## src/rtl/adder_share_arb.sv

```systemverilog
// rtl/adder_share_arb.sv - round-robin arbiter sharing one 64-bit adder among N_REQ requesters
// Operands are held on the adder for ADD_CYCLES clocks before the 65-bit sum is registered.

module adder1 (
   input  logic [63:0] a,
   input  logic [63:0] b,
   output logic [64:0] sout
);
   assign sout = {1'b0, a} + {1'b0, b};
endmodule

module adder_share_arb #(
   parameter int N_REQ      = 4,
   parameter int ADD_CYCLES = 2,
   parameter int IDW        = 2
) (
   input  logic                  clk,
   input  logic                  rst_n,
   input  logic [N_REQ-1:0]      req_valid,
   output logic [N_REQ-1:0]      req_ready,
   input  logic [N_REQ*64-1:0]   req_a,
   input  logic [N_REQ*64-1:0]   req_b,
   output logic                  rsp_valid,
   input  logic                  rsp_ready,
   output logic [64:0]           rsp_sum,
   output logic [IDW-1:0]        rsp_id,
   output logic                  busy
);
   localparam int CW = (ADD_CYCLES > 1) ? $clog2(ADD_CYCLES) : 1;

   typedef enum logic [1:0] {S_IDLE, S_EXEC, S_RESP} state_t;

   state_t          state_q;
   logic [CW-1:0]   cnt_q;
   logic [63:0]     op_a_q, op_b_q;
   logic [IDW-1:0]  op_id_q;
   logic [IDW-1:0]  last_grant_q;
   logic            rsp_valid_q, busy_q;
   logic [64:0]     rsp_sum_q;
   logic [IDW-1:0]  rsp_id_q;

   logic            gnt_found;
   logic [IDW-1:0]  gnt_idx, cand;
   logic [63:0]     sel_a, sel_b;
   logic [64:0]     sum_w;

   // Circular search starting just after the last granted requester.
   always_comb begin
      gnt_found = 1'b0;
      gnt_idx   = '0;
      cand      = '0;
      for (int k = 1; k <= N_REQ; k++) begin
         cand = IDW'((int'(last_grant_q) + k) % N_REQ);
         if (!gnt_found && req_valid[cand]) begin
            gnt_found = 1'b1;
            gnt_idx   = cand;
         end
      end
   end

   always_comb begin
      sel_a = '0;
      sel_b = '0;
      for (int i = 0; i < N_REQ; i++) begin
         if (gnt_idx == IDW'(i)) begin
            sel_a = req_a[64*i +: 64];
            sel_b = req_b[64*i +: 64];
         end
      end
   end

   assign req_ready = (rst_n && state_q == S_IDLE && gnt_found) ? (N_REQ'(1) << gnt_idx) : '0;

   adder1 u_adder (
      .a    (op_a_q),
      .b    (op_b_q),
      .sout (sum_w)
   );

   always_ff @(posedge clk or negedge rst_n) begin
      if (!rst_n) begin
         state_q      <= S_IDLE;
         cnt_q        <= '0;
         op_a_q       <= '0;
         op_b_q       <= '0;
         op_id_q      <= '0;
         last_grant_q <= IDW'(N_REQ - 1);
         rsp_valid_q  <= 1'b0;
         rsp_sum_q    <= '0;
         rsp_id_q     <= '0;
         busy_q       <= 1'b0;
      end else begin
         case (state_q)
            S_IDLE: begin
               if (gnt_found) begin
                  op_a_q       <= sel_a;
                  op_b_q       <= sel_b;
                  op_id_q      <= gnt_idx;
                  last_grant_q <= gnt_idx;
                  cnt_q        <= CW'(ADD_CYCLES - 1);
                  busy_q       <= 1'b1;
                  state_q      <= S_EXEC;
               end
            end
            S_EXEC: begin
               // op_a_q/op_b_q stay frozen here: the adder output is a multicycle path.
               if (cnt_q == '0) begin
                  rsp_sum_q   <= sum_w;
                  rsp_id_q    <= op_id_q;
                  rsp_valid_q <= 1'b1;
                  state_q     <= S_RESP;
               end else begin
                  cnt_q <= cnt_q - 1'b1;
               end
            end
            S_RESP: begin
               if (rsp_ready) begin
                  rsp_valid_q <= 1'b0;
                  busy_q      <= 1'b0;
                  state_q     <= S_IDLE;
               end
            end
            default: state_q <= S_IDLE;
         endcase
      end
   end

   assign rsp_valid = rsp_valid_q;
   assign rsp_sum   = rsp_sum_q;
   assign rsp_id    = rsp_id_q;
   assign busy      = busy_q;

endmodule

```

## config.mk

```make
export PLATFORM = sky130hd
export DESIGN_NAME = adder_share_arb
export DESIGN_NICKNAME = d
export VERILOG_FILES = /design/src/rtl/adder_share_arb.sv
export SDC_FILE = /design/constraint.sdc
export NUM_CORES = 1
export LEC_CHECK = 0
export CORE_AREA = 4 4 229 231
export CTS_BUF_LIST = sky130_fd_sc_hd__clkbuf_4
export DETAILED_ROUTE_END_ITERATION = 12
export DIE_AREA = 0 0 233 235
export PLACE_DENSITY = 0.66
export SYNTH_ARGS = -nofsm -noshare
export SYNTH_HDL_FRONTEND = slang
export SYNTH_SLANG_ARGS = --single-unit
```

## constraint.sdc

```tcl
create_clock -name clk -period 3.7 [get_ports clk]
set_input_delay 1.11 -clock clk [delete_from_list [all_inputs] [get_ports clk]]
set_output_delay 1.11 -clock clk [all_outputs]
set_load 0.02 [all_outputs]
```

**Word-level counts from Yosys, hierarchy flattened**

Index checks and enable logic that the tools add are counted.

- Add/subtract/negate cells: 6
- Magnitude comparators: 4
- Equality and inequality tests: 8
- Shifts and indexed selects: 1
- Multiplexer cells: 36
- Bitwise operators: 1
- Reduce and logical (&&, ||, !) cells: 19

Operators by type and width:

| cell | count |
|---|---|
| 64-bit two-way mux | 8 |
| 64-bit by 64-bit adder with 65-bit output | 1 |
| 2-bit two-way mux | 7 |
| 2-bit by 3-bit less-than comparator with 1-bit output, second input constant | 4 |
| 1-bit two-way mux | 12 |
| 3-bit AND reduction | 3 |
| 1-bit binary-select mux with 2-bit select | 4 |
| 2-bit equality test, second input constant | 3 |
| 2-bit inequality test, second input constant | 3 |
| 1-bit one-hot mux with 2 select lines | 3 |
| 2-bit one-hot mux with 3 select lines | 1 |
| 2-bit AND reduction | 3 |
| 2-bit nonzero test | 3 |
| 1-bit logical AND | 5 |
| 2-bit by 1-bit adder with 2-bit output, second input constant | 2 |
| 2-bit adder, second input constant | 2 |
| 2-bit by 1-bit equality test with 1-bit output, second input constant | 2 |
| 2-bit zero test | 2 |
| 4-bit two-way mux | 1 |
| 1-bit by 2-bit << shifter with 4-bit output, first input constant | 1 |
| 1-bit zero test | 3 |
| 1-bit inverter | 1 |
| 1-bit subtractor, second input constant | 1 |

- Register bits: 204
- Input bits: 519
- Word-level logic and storage cells: 85

**Logic depth before layout (Yosys ltp)**

Gate-level depths: netlist of the first run.

- Word-level depth: 18
- Gate-level depth with buffers: 13

**Cells and area by module**

From an unflattened synthesis of the first run, not the netlist that was laid out.

- Cell total of the unflattened synthesis: 1,753
- Area, all modules: 15,229.6 µm²

By module, submodules not included:

| module | instances | cells each | area each (µm²) |
|---|---|---|---|
| adder_share_arb | 1 | 1,212 | 11,562.3 |
| adder1 | 1 | 541 | 3,667.3 |

**Least setup slack after synthesis of the first run**

No wires, ideal clock.

- Kind: input port to output port
- Start point: input port req_valid[0]
- End point: output port req_ready[3]
- Arrival time: 2,650 ps
- Slack: -60 ps
- Cell stages on the path: 9
- Buffers on the path: 3
- Cell sequence: a21oi_1 > a31oi_1 > o21ai_0 > o21a_1 > clkbuf_1 > clkbuf_1 > clkbuf_1 > nand3_1 > nor2b_1

- Word-level cells in the longest chain between the ends: 14

RTL lines:

| element | RTL line | text |
|---|---|---|
| from (decl) | 19 | `input logic [N_REQ-1:0] req_valid,` |
| 1-bit binary-select mux with 2-bit select | 54 | `if (!gnt_found && req_valid[cand]) begin` |
| 1-bit two-way mux (implied by the code) | 54 |  |
| 1-bit two-way mux | 54 |  |
| 1-bit zero test | 54 |  |
| 1-bit logical AND | 54 |  |
| 1-bit two-way mux | 54 |  |
| 1-bit zero test | 54 |  |
| 1-bit logical AND | 54 |  |
| 1-bit two-way mux | 54 |  |
| 1-bit zero test | 54 |  |
| 1-bit logical AND | 54 |  |
| 2-bit two-way mux / 1-bit two-way mux (equally long branches) | 54 |  |
| 1-bit by 2-bit << shifter with 4-bit output / 1-bit logical AND (equally long branches) | 72 | `assign req_ready = (rst_n && state_q == S_IDLE && gnt_found) ? (N_REQ'(1) << gnt_idx) : '0;` |
| 4-bit two-way mux (*) | 72 |  |
| to (decl) | 20 | `output logic [N_REQ-1:0] req_ready,` |

Every way passes the cells marked *; elsewhere a longest branch is shown, timed or not. The select of a mux whose other input is x is not followed.

**Worst setup path in the final report of the first run**

- Start point: register op_b_q[0]
- End point: register rsp_sum_q[40], in the netlist rsp_sum[40]

- Word-level cells in the longest chain between the ends: 1

RTL lines:

| element | RTL line | text |
|---|---|---|
| from (decl) | 35 | `logic [63:0] op_a_q, op_b_q;` |
| from (signal assigned) | 97 | `op_b_q <= sel_b;` |
| 64-bit by 64-bit adder with 65-bit output | 9 | `assign sout = {1'b0, a} + {1'b0, b};` |
| to (signal assigned) | 108 | `rsp_sum_q <= sum_w;` |
| to (decl) | 39 | `logic [64:0] rsp_sum_q;` |

No other way between the ends.
A chain may end at the register's enable or synchronous reset.

==> implementation parameters, run 1 <==
Parameter                              Value

Status
  Run status ... completed

Logic synthesis
  Proportion of register bits with asynchronous set or reset after synthesis ... 1.00
  Syn nets ... around 2800
  Area contributors post-synth ... sky130_fd_sc_hd__dfrtp_1 (33%), sky130_fd_sc_hd__nand2_1 (12%), sky130_fd_sc_hd__o21ai_0 (11%)
  Synthesized instance count ... 2221
  Number of library cell types mapped by synthesis ... 68
  Dominant cell type by area after synthesis ... sky130_fd_sc_hd__dfrtp_1
  Dominant register cell in the synthesized netlist ... sky130_fd_sc_hd__dfrtp_1
  Yosys top cell area share ... 0.332
  Yosys warning count ... 0
  Post-synthesis cell area ... ~15000 sq um
  Sequential element share of the synthesized area ... 0.336
  Syn Area/Cell ... ~6.8 sq um
  Number of synthesized flops with an enable pin ... 0
  Flop and latch count out of synthesis ... between 200 and 250

Clock network
  Clock tree from TritonCTS ... yes
  Maximum level of the CTS H-tree ... 2
  Maximum buffer depth of the clock tree ... 3
  Clk_lat worst skew ... approximately 0.75 ns
  Clock transition time at the flip-flop clock pins of the worst setup and hold paths ... 0.06 ns
  Root cell of the clock tree ... sky130_fd_sc_hd__clkbuf_4
  Number of CTS-inserted buffers ... 58
  TritonCTS sink count ... 204

Routing
  Metal2 WL ... 29.3 mm
  Post-detailed-route DRC marker count ... 0
  Number of detailed-routing iterations run before antenna repair ... 7
  Remaining antenna violation count after routing ... 0
  Number of violations reported at the end of detailed-routing iteration 0 ... 941
  Routed wire length on met3 ... 4.11 mm
  Vias per Instance ... 4.95
  Routed wire length ... approximately 60 mm
  Average wire per standard cell ... 17.3 microns
  Via count ... 17205
  Post-Route M1 WL ... 25.1 mm
  Max Used Layer ... met5

STA
  Final setup skew ... between 0.05 and 0.06 ns
  Total of endpoints with negative setup slack in the final report ... 0
  Highest achievable clock rate ... 0.282 GHz
  Total count of hold-check failures in the final report ... 0
  Slew @ Worst Pin ... between 0.9 and 1 ns
  Worst slew margin relative to its limit ... 0.364
  RSZ-0062 raised after global routing ... yes
  Total Neg Setup Slack ... 0 ns
  Final worst path period share ... 0.959
  Number of pins exceeding their max-slew limit in the final report ... 0
  Final Critical Period ... 3.55 ns

Min path
  Worst hold path type ... reg -> reg
  Startpoint of the tightest hold check path ... rsp_sum[29]$_DFFE_PN0P_
  Worst Hold Path Cells ... 2

Floorplan
  Die Ht ... 235 microns
  Area enclosed by the die boundary ... 54800 sq um
  Initial Util ... 0.304
  Count of pins on the block boundary ... 592
  Area inside the core boundary ... about 50000 sq um
  Die Width ... 233 microns
  Floorplan row count ... a little over 80

Critical path
  Arrival @ worst endpoint ... roughly 4.1 ns
  Slowest cell delay on critical path ... 0.40 ns
  Slowest stage cell, crit path ... sky130_fd_sc_hd__fa_2
  Highest net fanout along the worst path ... 3
  Count of buffering cells on the critical path with inverters included ... 2
  Cell-by-cell listing of the critical path ... ha_2 -> fa_2 -> a211oi_4 -> o211ai_2 -> a31oi_4 -> buf_6 -> o21ai_4 -> o41ai_4 -> buf_4 -> o31ai_4 -> a311oi_2 -> o21ai_2 -> a221oi_2 -> xor2_1 -> o21ai_1
  Startpoint of the most critical setup path ... op_b_q[0]$_DFFE_PN0P_
  Cell count along the critical path ... 15
  Crit Path Category ... reg -> reg
  Crit path launch type ... flop
  Crit path required time ... 4.28 ns
  Kind of cell adding the most delay to the critical path ... compound AO/OA/AOI/OAI gates
  Worst R2R Path Depth ... 15
  Reg-to-reg startpoint ... op_b_q[0]$_DFFE_PN0P_
  Endpoint type of the worst setup path ... flop

Final layout
  Fill cell total of the finished layout ... about 5000
  Number of standard cells in the layout, taps in and fillers out ... 3475
  Fraction of layout cells with a size suffix above 1 ... 0.0742
  Area Growth Syn to Fin ... 49.4%
  Commonest cells after routing, fill and taps aside ... sky130_fd_sc_hd__clkdlybuf4s50_1 (582), sky130_fd_sc_hd__nand2_1 (503), sky130_fd_sc_hd__nor2_1 (427)
  Final instance area ... 22700 sq um
  Number of nets in the layout ... between 3000 and 4000
  Leading cell type in the layout, fill and taps excluded ... sky130_fd_sc_hd__clkdlybuf4s50_1

Pwr
  Power per Cell Area ... 909 nW/um^2
  Leakage power of the design ... 0.00997 uW
  Peak supply drop ... about 0.00051 V
  Power Total ... between 20000 and 25000 uW

Global routing
  Pin count of the biggest net entering global routing ... around 140
  GRT Residual Overflow ... 0
  Aggregate global-route resource usage ... 0.208
  Initial antenna violation count ... 3
  Number of global-route vias before repair ... 17006
  First-pass GRT wire length ... 92.0 mm

Placement
  Number of buffers inserted by port buffering ... 591
  DPL Wire Length ... around 47 mm
  Placed cell areas ... 21800 sq um
  Cell count after placement ... 3369
  RD Place Congestion ... slightly below 0.9

Job
  Maximum capacitance violations ... 0
## sequential cells by signal, summed over array words and instances (netlist names)
name,flops
busy,1
cnt_q,1
last_grant_q,2
op_a_q,64
op_b_q,64
op_id_q,2
rsp_id,2
rsp_sum,65
rsp_valid,1
state_q,2
## cells in the mapped netlist (9+ instances only)
master / n
sky130_fd_sc_hd__nand2b_1: 11
sky130_fd_sc_hd__nand3_1: 144
sky130_fd_sc_hd__a21o_1: 48
sky130_fd_sc_hd__xnor2_1: 29
sky130_fd_sc_hd__nor2_1: 429
sky130_fd_sc_hd__o21ai_1: 14
sky130_fd_sc_hd__nor2b_1: 9
sky130_fd_sc_hd__ha_1: 64
sky130_fd_sc_hd__nand4_1: 21
sky130_fd_sc_hd__dfrtp_1: 202
sky130_fd_sc_hd__o21ai_0: 341
sky130_fd_sc_hd__a31oi_1: 14
sky130_fd_sc_hd__nand2_1: 504
sky130_fd_sc_hd__clkbuf_1: 146
sky130_fd_sc_hd__inv_1: 14
sky130_fd_sc_hd__o21bai_1: 11
sky130_fd_sc_hd__xor2_1: 31
sky130_fd_sc_hd__a21oi_1: 64
sky130_fd_sc_hd__buf_1: 12
## report_power, final
| part | total [uW] | internal (uW) | switching [uW] | leakage, uW |
|---|---|---|---|---|
| clock | 2120 | 1120 | 993 | 0.000445 |
| combinational | 14300 | 5740 | 8560 | 0.00706 |
| sequential | 4250 | 3420 | 824 | 0.00247 |
## final cells by class
| class | instances | area [sq um] | area share |
|---|---|---|---|
| timing repair buffer | 646 | 6420 | 0.282 |
| antenna | 1 | 2.50 | 0.000110 |
| sequential | 204 | 5110 | 0.225 |
| clock buffer | 93 | 698 | 0.0307 |
| tap | 672 | 841 | 0.0370 |
| inverter | 14 | 52.6 | 0.00231 |
| multi-input combinational | 1837 | 9570 | 0.421 |
| clock inverter | 8 | 32.5 | 0.00143 |
## layer usage
layer / vias up / GRT usage
met1: 7933 / 0.256
li1: 8590 / -
met2: 581 / 0.359
met5: - / 0
met3: 97 / 0.0484
met4: 4 / 0.0699
## what timing repair did
action	4_1_cts	5_1_grt
buffers inserted	0	4
hold buffers	0	0
setup endpoints to repair	4	10
gates resized for setup	26	17
pin swaps	0	18
## per-stage QoR
step                hold slack (ns)   util  worst slack (ns)
finish                        0.479  0.454             0.152
floorplan                     0.439      -          -0.00819
global placement              0.454  0.436            -0.574
detailed placement            0.463  0.436            -0.623
global route                  0.505  0.454           -0.0364
CTS                           0.485  0.451           0.00895
## logic make-up (layout without fill, tap and decap cells)
group,Yosys count,in the layout,share of synthesized area
compound gates,555,555,0.216
xor+xnor,60,60,0.0346
fa+ha+maj,65,65,0.0540
buf+inv,180,761,0.0459
flops,204,204,0.336
mux,4,4,0.00280
other cells,0,1,0
simple gates,1153,1153,0.311
## worst reg2reg max path, delay by kind of cell (launching register included)
kind | cells | cell delay, ns
flip-flops | 1 | 0.39
buffers and inverters | 2 | 0.33
AO/OA/AOI/OAI | 10 | 1.93
adder cells (fa/ha/maj) | 2 | 0.60
XOR/XNOR | 1 | 0.18
## path summary, 6_finish.rpt
| kind | slack, ns | endpoint |
|---|---|---|
| max | 0.15 | rsp_sum[40]$_DFFE_PN0P_ |
| min | 0.48 | rsp_sum[29]$_DFFE_PN0P_ |
| max reg2reg | 0.15 | rsp_sum[40]$_DFFE_PN0P_ |
| min reg2reg | 0.48 | rsp_sum[29]$_DFFE_PN0P_ |
| max in group asynchronous | 1.66 | rsp_sum[53]$_DFFE_PN0P_ |
| min in group asynchronous | 0.65 | rsp_sum[60]$_DFFE_PN0P_ |
(Power assumes the default switching activity.)
==> run 2, diff against run 1 <==
--- a/config.mk
+++ b/config.mk
@@ -13,3 +13,4 @@
 export SYNTH_ARGS = -nofsm -noshare
 export SYNTH_HDL_FRONTEND = slang
 export SYNTH_SLANG_ARGS = --single-unit
+export TNS_END_PERCENT = 30
==> run 2 against run 1 <==
  * The run now ends with negative setup slack left
  * Sequential cell count stayed put
  * Clock skew shrank 0.018 ns
  * Highest routed layer is now met4
  * Wire length shrank 1.1%
  * Cell count fell by 0.12%
  * Largest cell class unchanged
  * Utilization shrank 0.24 points
==> implementation parameters, run 2 (synthesis gave the netlist of run 1 again) <==
Parameter                              Value

Placement
  Cell count after placement ... 3366
  RD Place Congestion ... 0.908
  Number of buffers inserted by port buffering ... 591
  DPL Wire Length ... 47.1 mm

Routing
  Number of violations reported at the end of detailed-routing iteration 0 ... 1037
  Remaining antenna violation count after routing ... 0
  Vias per Instance ... 4.91
  Number of detailed-routing iterations run before antenna repair ... 5
  Post-detailed-route DRC marker count ... 0
  Average wire per standard cell ... around 17 microns
  Routed wire length ... 59.4 mm
  Via count ... 17048

Floorplan
  Area enclosed by the die boundary ... 54800 sq um
  Count of pins on the block boundary ... ~590
  Die Width ... 233 microns
  Die Ht ... between 200 and 250 microns
  Area inside the core boundary ... 50100 sq um
  Initial Util ... 0.304
  Floorplan row count ... 82

Global routing
  Global routing usage on met2 ... 0.354
  GRT Residual Overflow ... 0
  Aggregate global-route resource usage ... 0.207
  Global routing's busiest layer ... met2
  First-pass GRT wire length ... just over 90 mm
  Initial antenna violation count ... 2
  Global-route track usage on met3 ... 0.0498
  GRT met1 Usage ... 0.256
  Number of global-route vias before repair ... 17130
  Pin count of the biggest net entering global routing ... 133

Clock network
  Root cell of the clock tree ... sky130_fd_sc_hd__clkbuf_4
  Number of CTS-inserted buffers ... between 50 and 60
  CTS Hold Buffers Added ... 0
  TritonCTS sink count ... 204
  Clock tree from TritonCTS ... yes
  Setup repair bufs after CTS ... 0
  Maximum buffer depth of the clock tree ... 3
  Clk_lat worst skew ... approximately 0.75 ns
  Clock transition time at the flip-flop clock pins of the worst setup and hold paths ... 0.06 ns
  Maximum level of the CTS H-tree ... 2

Pwr
  Peak supply drop ... between 0.0003 and 0.0004 V
  Power Total ... 20400 uW
  Power per Cell Area ... 902 nW/um^2
  Leakage power of the design ... 0.00988 uW

STA
  Worst slew margin relative to its limit ... 0.375
  Total count of hold-check failures in the final report ... 0
  Final Critical Period ... 3.70 ns
  Total Neg Setup Slack ... -0.00339 ns
  Final worst path period share ... 1.00
  Slew @ Worst Pin ... 0.937 ns
  RSZ-0062 raised after global routing ... yes
  Worst-case setup margin in the final layout ... -0.00339 ns
  Highest achievable clock rate ... 0.270 GHz
  Number of pins exceeding their max-slew limit in the final report ... 0
  Total of endpoints with negative setup slack in the final report ... 1
  Final setup skew ... 0.0360 ns

Critical path
  Kind of cell adding the most delay to the critical path ... buffers and inverters
  Worst R2R Path Depth ... 14
  Minimum setup slack among reg-to-reg paths ... 0.10 ns
  Slowest cell delay on critical path ... 0.51 ns
  Highest net fanout along the worst path ... 3
  Crit path required time ... 2.59 ns
  Cell-by-cell listing of the critical path ... clkdlybuf4s50_1 -> buf_4 -> nor4_4 -> nor3_2 -> nand3_1 -> nor2_1 -> clkdlybuf4s15_2
  Cell count along the critical path ... 7
  Slowest stage cell, crit path ... sky130_fd_sc_hd__clkdlybuf4s50_1
  Crit Path Category ... in -> out
  Endpoint type of the worst setup path ... output pin
  Worst flop-to-flop path endpoint ... rsp_sum[40]$_DFFE_PN0P_
  Crit path launch type ... input pin
  Worst Setup EP ... req_ready[2]
  Arrival @ worst endpoint ... 2.59 ns
  Count of buffering cells on the critical path with inverters included ... 3
  Reg-to-reg startpoint ... op_a_q[0]$_DFFE_PN0P_
  Startpoint of the most critical setup path ... req_valid[0]

Final layout
  Area Growth Syn to Fin ... 48.7%
  Commonest cells after routing, fill and taps aside ... sky130_fd_sc_hd__clkdlybuf4s50_1 (583), sky130_fd_sc_hd__nand2_1 (503), sky130_fd_sc_hd__nor2_1 (428)
  Max reg flops ... 65
  Layout Utilization ... 0.451
  Fraction of layout cells with a size suffix above 1 ... 0.0690
  Number of standard cells in the layout, taps in and fillers out ... 3471
  Number of nets in the layout ... 3338
  Leading cell type in the layout, fill and taps excluded ... sky130_fd_sc_hd__clkdlybuf4s50_1

Status
  Run status ... finished with violations
  Violations in the final reports ... negative setup slack

Job
  Maximum capacitance violations ... 0

Min path
  Worst hold path type ... in -> async
==> run 2: worst min-delay path by stage <==
stage	from	end	slack, ns	cells after the start
floorplan	op_id_q[1]$_DFFE_PN0P_	rsp_id[1]$_DFFE_PN0P_	0.44	2
global placement	op_id_q[1]$_DFFE_PN0P_	rsp_id[1]$_DFFE_PN0P_	0.45	2
detailed placement	op_id_q[1]$_DFFE_PN0P_	rsp_id[1]$_DFFE_PN0P_	0.46	2
CTS	rst_n	op_a_q[25]$_DFFE_PN0P_	0.37	2
global route	rst_n	rsp_sum[28]$_DFFE_PN0P_	0.42	2
finish	rst_n	op_a_q[25]$_DFFE_PN0P_	0.44	2
==> run 2: worst register-to-register path, cell delays in order (launching register included) <==
cell,delay [ns]
sky130_fd_sc_hd__dfrtp_1,0.39
sky130_fd_sc_hd__ha_1,0.24
sky130_fd_sc_hd__fa_2,0.40
sky130_fd_sc_hd__a211oi_4,0.26
sky130_fd_sc_hd__o211ai_2,0.14
sky130_fd_sc_hd__a31oi_4,0.24
sky130_fd_sc_hd__buf_4,0.16
sky130_fd_sc_hd__o21ai_2,0.10
sky130_fd_sc_hd__o41ai_4,0.35
sky130_fd_sc_hd__o31ai_2,0.17
sky130_fd_sc_hd__a311oi_2,0.37
sky130_fd_sc_hd__o21ai_2,0.13
sky130_fd_sc_hd__a221oi_2,0.28
sky130_fd_sc_hd__xor2_1,0.17
sky130_fd_sc_hd__o21ai_1,0.07
==> run 2: layout make-up <==
class                           instances  area, sq um
Inverter                               14         52.6
Fill cell                            5147        27500
Antenna cell                            2         5.00
Tap cell                              672          841
Multi-Input combinational cell       1837         9530
Clock buffer                           88          661
Timing Repair Buffer                  639         6340
Clock inverter                         15         61.3
Sequential cell                       204         5110
==> run 2: per-stage QoR <==
stage | setup WS [ns] | instance area [sq um] | hold slack, ns
floorplan | -0.0526 | 15200 | 0.439
finish | -0.00339 | 22600 | 0.441
detailed placement | -0.627 | 21800 | 0.460
CTS | -0.0574 | 22500 | 0.369
global route | -0.0995 | 22600 | 0.419
global placement | -0.636 | 21800 | 0.453
==> run 2: report_power, final <==
part / switching, uW / total (uW) / leakage [uW] / internal [uW]
Clock: 997 / 2070 / 0.000438 / 1080
Combinational: 8450 / 14100 / 0.00698 / 5630
Sequential: 810 / 4230 / 0.00247 / 3420
==> run 2: metal layers <==
metal / wire length, microns / vias to the layer above
li1: - / 8574
met1: 24900 / 7818
met2: 28700 / 556
met3: 4050 / 100
met4: 1760 / 0
met5: 0 / -
==> run 2: what timing repair did <==
action,4_1_cts,5_1_grt
setup endpoints to repair,9,14
pin swaps,2,6
resized for setup,26,9
cloned,0,0
